**config.mk**
```make
export PLATFORM = sky130hd
export DESIGN_NAME = muldiv_sequencer
export DESIGN_NICKNAME = d
export VERILOG_FILES = /design/src/rtl/muldiv_sequencer.sv
export SDC_FILE = /design/constraint.sdc
export NUM_CORES = 1
export LEC_CHECK = 0
export CAP_MARGIN = 10
export CORE_MARGIN = 5
export CORE_UTILIZATION = 60
export CTS_BUF_LIST = sky130_fd_sc_hd__clkbuf_8
export DETAILED_ROUTE_END_ITERATION = 8
export MAX_ROUTING_LAYER = met4
export PLACE_DENSITY = 0.84
export SYNTH_ARGS = -nofsm -noshare
export SYNTH_HDL_FRONTEND = slang
export SYNTH_SLANG_ARGS = --single-unit
```
**constraint.sdc**
```tcl
create_clock -name clk -period 5.2 [get_ports clk]
set_input_delay 1.04 -clock clk [delete_from_list [all_inputs] [get_ports clk]]
set_output_delay 1.04 -clock clk [all_outputs]
set_load 0.005 [all_outputs]
```
**src/rtl/muldiv_sequencer.sv**
```systemverilog
// Iterative HI/LO unit: 32-cycle shift-add multiply and restoring divide, with sign fix-up.
// Results land in HI/LO 34 cycles after issue; stall holds EX while a new HI/LO user waits.
//
// state  | meaning
// -------+-------------------------------------------------------------
// IDLE   | waiting for start; mthi/mtlo writes are taken here
// CALC   | 32 iterations, one per edge
// SIGN   | sign correction, HI/LO write, done pulse on the next cycle
module muldiv_sequencer (
  input  logic        clk,
  input  logic        reset,
  input  logic        start,
  input  logic [1:0]  op,
  input  logic [31:0] rs_data,
  input  logic [31:0] rt_data,
  input  logic        mf_req,
  input  logic        mt_hi,
  input  logic        mt_lo,
  input  logic [31:0] mt_data,
  input  logic        cancel,
  output logic        busy,
  output logic        stall,
  output logic        done,
  output logic [31:0] hi,
  output logic [31:0] lo
);

  localparam logic [1:0] S_IDLE = 2'd0;
  localparam logic [1:0] S_CALC = 2'd1;
  localparam logic [1:0] S_SIGN = 2'd2;

  logic [1:0]  r_state;
  logic [5:0]  r_cnt;
  logic        r_div;
  logic        r_sa;
  logic        r_sb;
  logic [31:0] r_b;
  logic [63:0] r_acc;
  logic [31:0] r_rem;
  logic [31:0] r_hi;
  logic [31:0] r_lo;
  logic        r_busy;
  logic        r_done;

  logic        w_rs_neg;
  logic        w_rt_neg;
  logic [31:0] w_rs_abs;
  logic [31:0] w_rt_abs;
  logic [32:0] w_add;
  logic [63:0] w_mul_next;
  logic [32:0] w_shift;
  logic        w_borrow;
  logic [31:0] w_diff;
  logic [31:0] w_rem_next;
  logic [31:0] w_quo_next;
  logic [63:0] w_prod;
  logic [31:0] w_quo;
  logic [31:0] w_rem;

  assign w_rs_neg = op[0] & rs_data[31];
  assign w_rt_neg = op[0] & rt_data[31];
  assign w_rs_abs = w_rs_neg ? (32'd0 - rs_data) : rs_data;
  assign w_rt_abs = w_rt_neg ? (32'd0 - rt_data) : rt_data;

  // Multiply: multiplier sits in acc[31:0] and shifts out as the product shifts in.
  assign w_add      = {1'b0, r_acc[63:32]} + (r_acc[0] ? {1'b0, r_b} : 33'd0);
  assign w_mul_next = {w_add, r_acc[31:1]};

  // Divide: dividend shifts out of acc[31:0] into the 33-bit partial remainder,
  // quotient bits shift in behind it. The true difference always fits in 32 bits.
  assign w_shift    = {r_rem, r_acc[31]};
  assign w_borrow   = (w_shift < {1'b0, r_b});
  assign w_diff     = w_shift[31:0] - r_b;
  assign w_rem_next = w_borrow ? w_shift[31:0] : w_diff;
  assign w_quo_next = {r_acc[30:0], ~w_borrow};

  assign w_prod = (r_sa ^ r_sb) ? (64'd0 - r_acc) : r_acc;
  assign w_quo  = (r_sa ^ r_sb) ? (32'd0 - r_acc[31:0]) : r_acc[31:0];
  // With a zero divisor the remainder ends up as |dividend|, so this also restores rs_data.
  assign w_rem  = r_sa ? (32'd0 - r_rem) : r_rem;

  always_ff @(posedge clk) begin
    if (reset) begin
      r_state <= S_IDLE;
      r_cnt   <= 6'd0;
      r_div   <= 1'b0;
      r_sa    <= 1'b0;
      r_sb    <= 1'b0;
      r_b     <= 32'd0;
      r_acc   <= 64'd0;
      r_rem   <= 32'd0;
      r_hi    <= 32'd0;
      r_lo    <= 32'd0;
      r_busy  <= 1'b0;
      r_done  <= 1'b0;
    end else begin
      r_done <= 1'b0;
      case (r_state)
        S_IDLE: begin
          if (start && !cancel) begin
            r_div   <= op[1];
            r_sa    <= w_rs_neg;
            r_sb    <= w_rt_neg;
            r_acc   <= {32'd0, (op[1] ? w_rs_abs : w_rt_abs)};
            r_b     <= op[1] ? w_rt_abs : w_rs_abs;
            r_rem   <= 32'd0;
            r_cnt   <= 6'd0;
            r_busy  <= 1'b1;
            r_state <= S_CALC;
          end else begin
            if (mt_hi) r_hi <= mt_data;
            if (mt_lo) r_lo <= mt_data;
          end
        end
        S_CALC: begin
          if (cancel) begin
            r_busy  <= 1'b0;
            r_state <= S_IDLE;
          end else begin
            if (r_div) begin
              r_rem <= w_rem_next;
              r_acc <= {r_acc[63:32], w_quo_next};
            end else begin
              r_acc <= w_mul_next;
            end
            r_cnt <= r_cnt + 6'd1;
            if (r_cnt == 6'd31) r_state <= S_SIGN;
          end
        end
        S_SIGN: begin
          r_busy  <= 1'b0;
          r_state <= S_IDLE;
          if (!cancel) begin
            r_done <= 1'b1;
            if (r_div) begin
              r_hi <= w_rem;
              r_lo <= (r_b == 32'd0) ? 32'hFFFF_FFFF : w_quo;
            end else begin
              r_hi <= w_prod[63:32];
              r_lo <= w_prod[31:0];
            end
          end
        end
        default: begin
          r_busy  <= 1'b0;
          r_state <= S_IDLE;
        end
      endcase
    end
  end

  assign busy  = r_busy;
  assign done  = r_done;
  assign hi    = r_hi;
  assign lo    = r_lo;
  assign stall = r_busy & ~reset & (start | mf_req | mt_hi | mt_lo);

endmodule

```
==> impl_metrics.tcl <==
set metrics [dict create \
    p_per_area_nw_per_um2 247 \
    numClockSinks 205 \
    rows 60 \
    dieArea_sq_um 30200 \
    r2r-start "r_acc[0]$_SDFFE_PP0P_" \
    ir_worst_vdd_uv 189 \
    synthTopCellsByArea "dfxtp_1, a21oi_1, xnor2_1" \
    r2r_slack_ns 1.25 \
    die_h_microns 174 \
    yosysSeqAreaShare_pct 25.5 \
    tns_ns 0 \
    wire_per_inst_microns 21.9 \
    grt_usage_pct 36.9 \
    hold_viol 0 \
    reg2reg_depth 13 \
    port_buffers 171 \
    syn_nets 2337 \
    ys.flop_type "dfxtp_1" \
    wirelength_microns 57400 \
    post_cts_resized 0 \
    syn_area_sq_um 16100 \
    postCtsSetupBuffers 0 \
    ioPinCount 172 \
    holdCritStartpoint "lo[4]$_SDFFE_PP0P_" \
    drcViolationCount 0 \
    hold_buffers 0 \
    critPathLaunch "r_acc[0]$_SDFFE_PP0P_" \
    drv_cap 0 \
    yosysTopAreaCell "dfxtp_1" \
    cp-endpoint "r_acc[62]$_SDFFE_PP0P_" \
    end_kind "register" \
    post_dp_cell_area_sq_um 17900 \
    p_leak_nw 7.49 \
    async_reset_ff_share_pct 0 \
    ys_ff_latch 205 \
    r2r_end "r_acc[62]$_SDFFE_PP0P_" \
    crit_arrival_ns 4.39 \
    drive_above_1_share_pct 5.74 \
    syn_avg_cell_area_sq_um 7.45 \
    fin_total_pwr_w 0.00465 \
    maxSlewHeadroom_pct 32.3 \
    grt_overflow 0 \
    drt-pass1-iter-count 6 \
    slowest_delay_ns 0.50 \
    grt_setup_unrepaired "false" \
    cpLargestDelayFamily "compound AO/OA/AOI/OAI gates" \
    cts_tree "built" \
    vias_per_cell 6.68 \
    setup_viol 0 \
    root_buffer "clkbuf_8" \
    first_global_vias 15700 \
    grt_pass1_wl_microns 88400 \
    post-route-period-util_pct 76.0 \
    netlist_instances 2161 \
    clockBufferDepth 3 \
    clock-skew-final_ns 0.0226 \
    area_growth_pct 16.8 \
    antenna_found_initial 0 \
    mostFrequentLayoutCell "nand2_1" \
    crit_cells 13 \
    status "completed" \
    die_w_microns 174 \
    hp-class "reg2reg" \
    vias 17500 \
    ys_types 69 \
    timing.hold.ws_ns 0.453 \
    fmax_mhz 253 \
    htreeDepth 2 \
    fin_nets 2431 \
    mostFrequentLayoutCells "nand2_1, a21oi_1, dfxtp_1" \
    criticalPathCategory "reg2reg" \
    cp_cell_sequence "inv_1 -> buf_4 -> nor2_1 -> ha_1 -> o21ai_0 -> o31ai_1 -> a21boi_0 -> o31ai_1 -> and3_1 -> a41oi_1 -> o21ai_0 -> xor2_1 -> a22o_1" \
    clk_pin_slew_ns 0.06 \
    final_max_slew_viol_count 0 \
    min_period_ns 3.95 \
    ant_nets 0 \
    required_ns 5.64 \
    grt_start_max_net_pins 93 \
    synth.top_cell.area_share_pct 25.5 \
    design_area_sq_um 18800 \
    gp_congestion 1.01 \
    synth_edf_count 0 \
    core_sq_um 26700 \
    worst_pin_slew_ns 1.02 \
    start_util_pct 60.4 \
    synth_warnings 0 \
    drt_iter0_markers 2535 \
    critPathMaxFanout 30 \
    worst-path-buf-inv 2 \
    numCtsBuffers 39 \
    clock_latency_ns 0.55 \
    cp-start-kind "register" \
    hpwlAfterDp_microns 43400 \
    antenna_cells 0 \
    worst_path_max_delay_cell "o31ai_1" \
]
==> layer usage <==
| layer | vias up | global-route usage (%) | wire, microns |
|---|---|---|---|
| met1 | 8181 | 52.4 | 24700 |
| met3 | 164 | 5.76 | 6300 |
| met4 | 0 | 12.6 | 2490 |
| met5 | - | - | 0 |
| li1 | 8077 | - | - |
| met2 | 1112 | 53.6 | 23900 |
==> worst min-delay path by stage <==
stage,end,slack (ns),cells past startpoint
2_1_floorplan,r_state[1]$_SDFFE_PP0P_,0.43,1
4_1_cts,lo[5]$_SDFFE_PP0P_,0.45,2
6_report,lo[4]$_SDFFE_PP0P_,0.45,2
3_3_place_gp,hi[19]$_SDFFE_PP0P_,0.43,1
3_5_place_dp,hi[27]$_SDFFE_PP0P_,0.45,1
5_1_grt,hi[27]$_SDFFE_PP0P_,0.47,1
==> power breakdown <==
part | internal (W) | switching, W | leakage (nW) | total [W]
Combinational | 0.000432 | 0.000606 | 5.32 | 0.00104
Clock | 0.00113 | 0.000758 | 0.499 | 0.00189
Sequential | 0.00164 | 0.0000845 | 1.67 | 0.00173
Total | 0.00320 | 0.00145 | 7.49 | 0.00465
==> tightest hold or removal path: stages, from the launching register on <==
cell and delay (ns):
dfxtp_1 0.31, nand2_1 0.05, a21oi_1 0.05
==> flip-flops by register name (all words and copies together), names as in the netlist, 2 cells and up <==
register / cells
r_acc: 64
r_b: 32
hi: 32
r_cnt: 6
lo: 32
r_rem: 32
r_state: 2
==> layout make-up <==
class | instances | area (sq um)
well taps | 341 | 427
inverters | 63 | 236
clock buffers | 51 | 702
multi-input cells | 1744 | 11200
fillers | 2223 | 7850
flip-flops and latches | 205 | 4110
clock inverters | 19 | 216
repair buffers | 202 | 1940
==> kinds of logic after synthesis <==
family | share of synthesized area (%)
DFF | 25.5
buffers and inverters | 5.40
and+or+nand+nor | 20.3
muxes | 4.27
AOI/OAI and AO/OA | 28.4
xor gates and xnor gates | 10.5
adders and majority gates | 5.61
==> cells in the mapped netlist (12+ instances only) <==
cell and instances:
o22ai_1 19, xnor2_1 102, o21ai_0 156, and2_1 13, or3_1 18, inv_1 62
dfxtp_1 205, a21o_1 50, o41ai_1 14, or4_1 19, nor4_1 33, a22oi_1 12
o31ai_1 38, nand2_1 237, a211oi_1 33, clkbuf_1 133, o221ai_1 44, and3_1 19
a31oi_1 22, xor2_1 91, a21oi_1 214, mux2i_1 62, nand2b_1 21, o211ai_1 33
nor2b_1 18, nor2_1 184, nand3_1 33, ha_1 69, nor3_1 45, nand4_1 16
a22o_1 21
==> stage by stage <==
step,utilization (%),worst slack (ns),instances
2_1_floorplan,-,1.52,2161
5_1_grt,70.5,0.996,2625
3_5_place_dp,67.1,0.991,2555
4_1_cts,70.5,1.34,2625
3_3_place_gp,67.1,1.05,2555
6_report,70.5,1.25,2625
No activity file was read; power rests on OpenSTA's default activity.
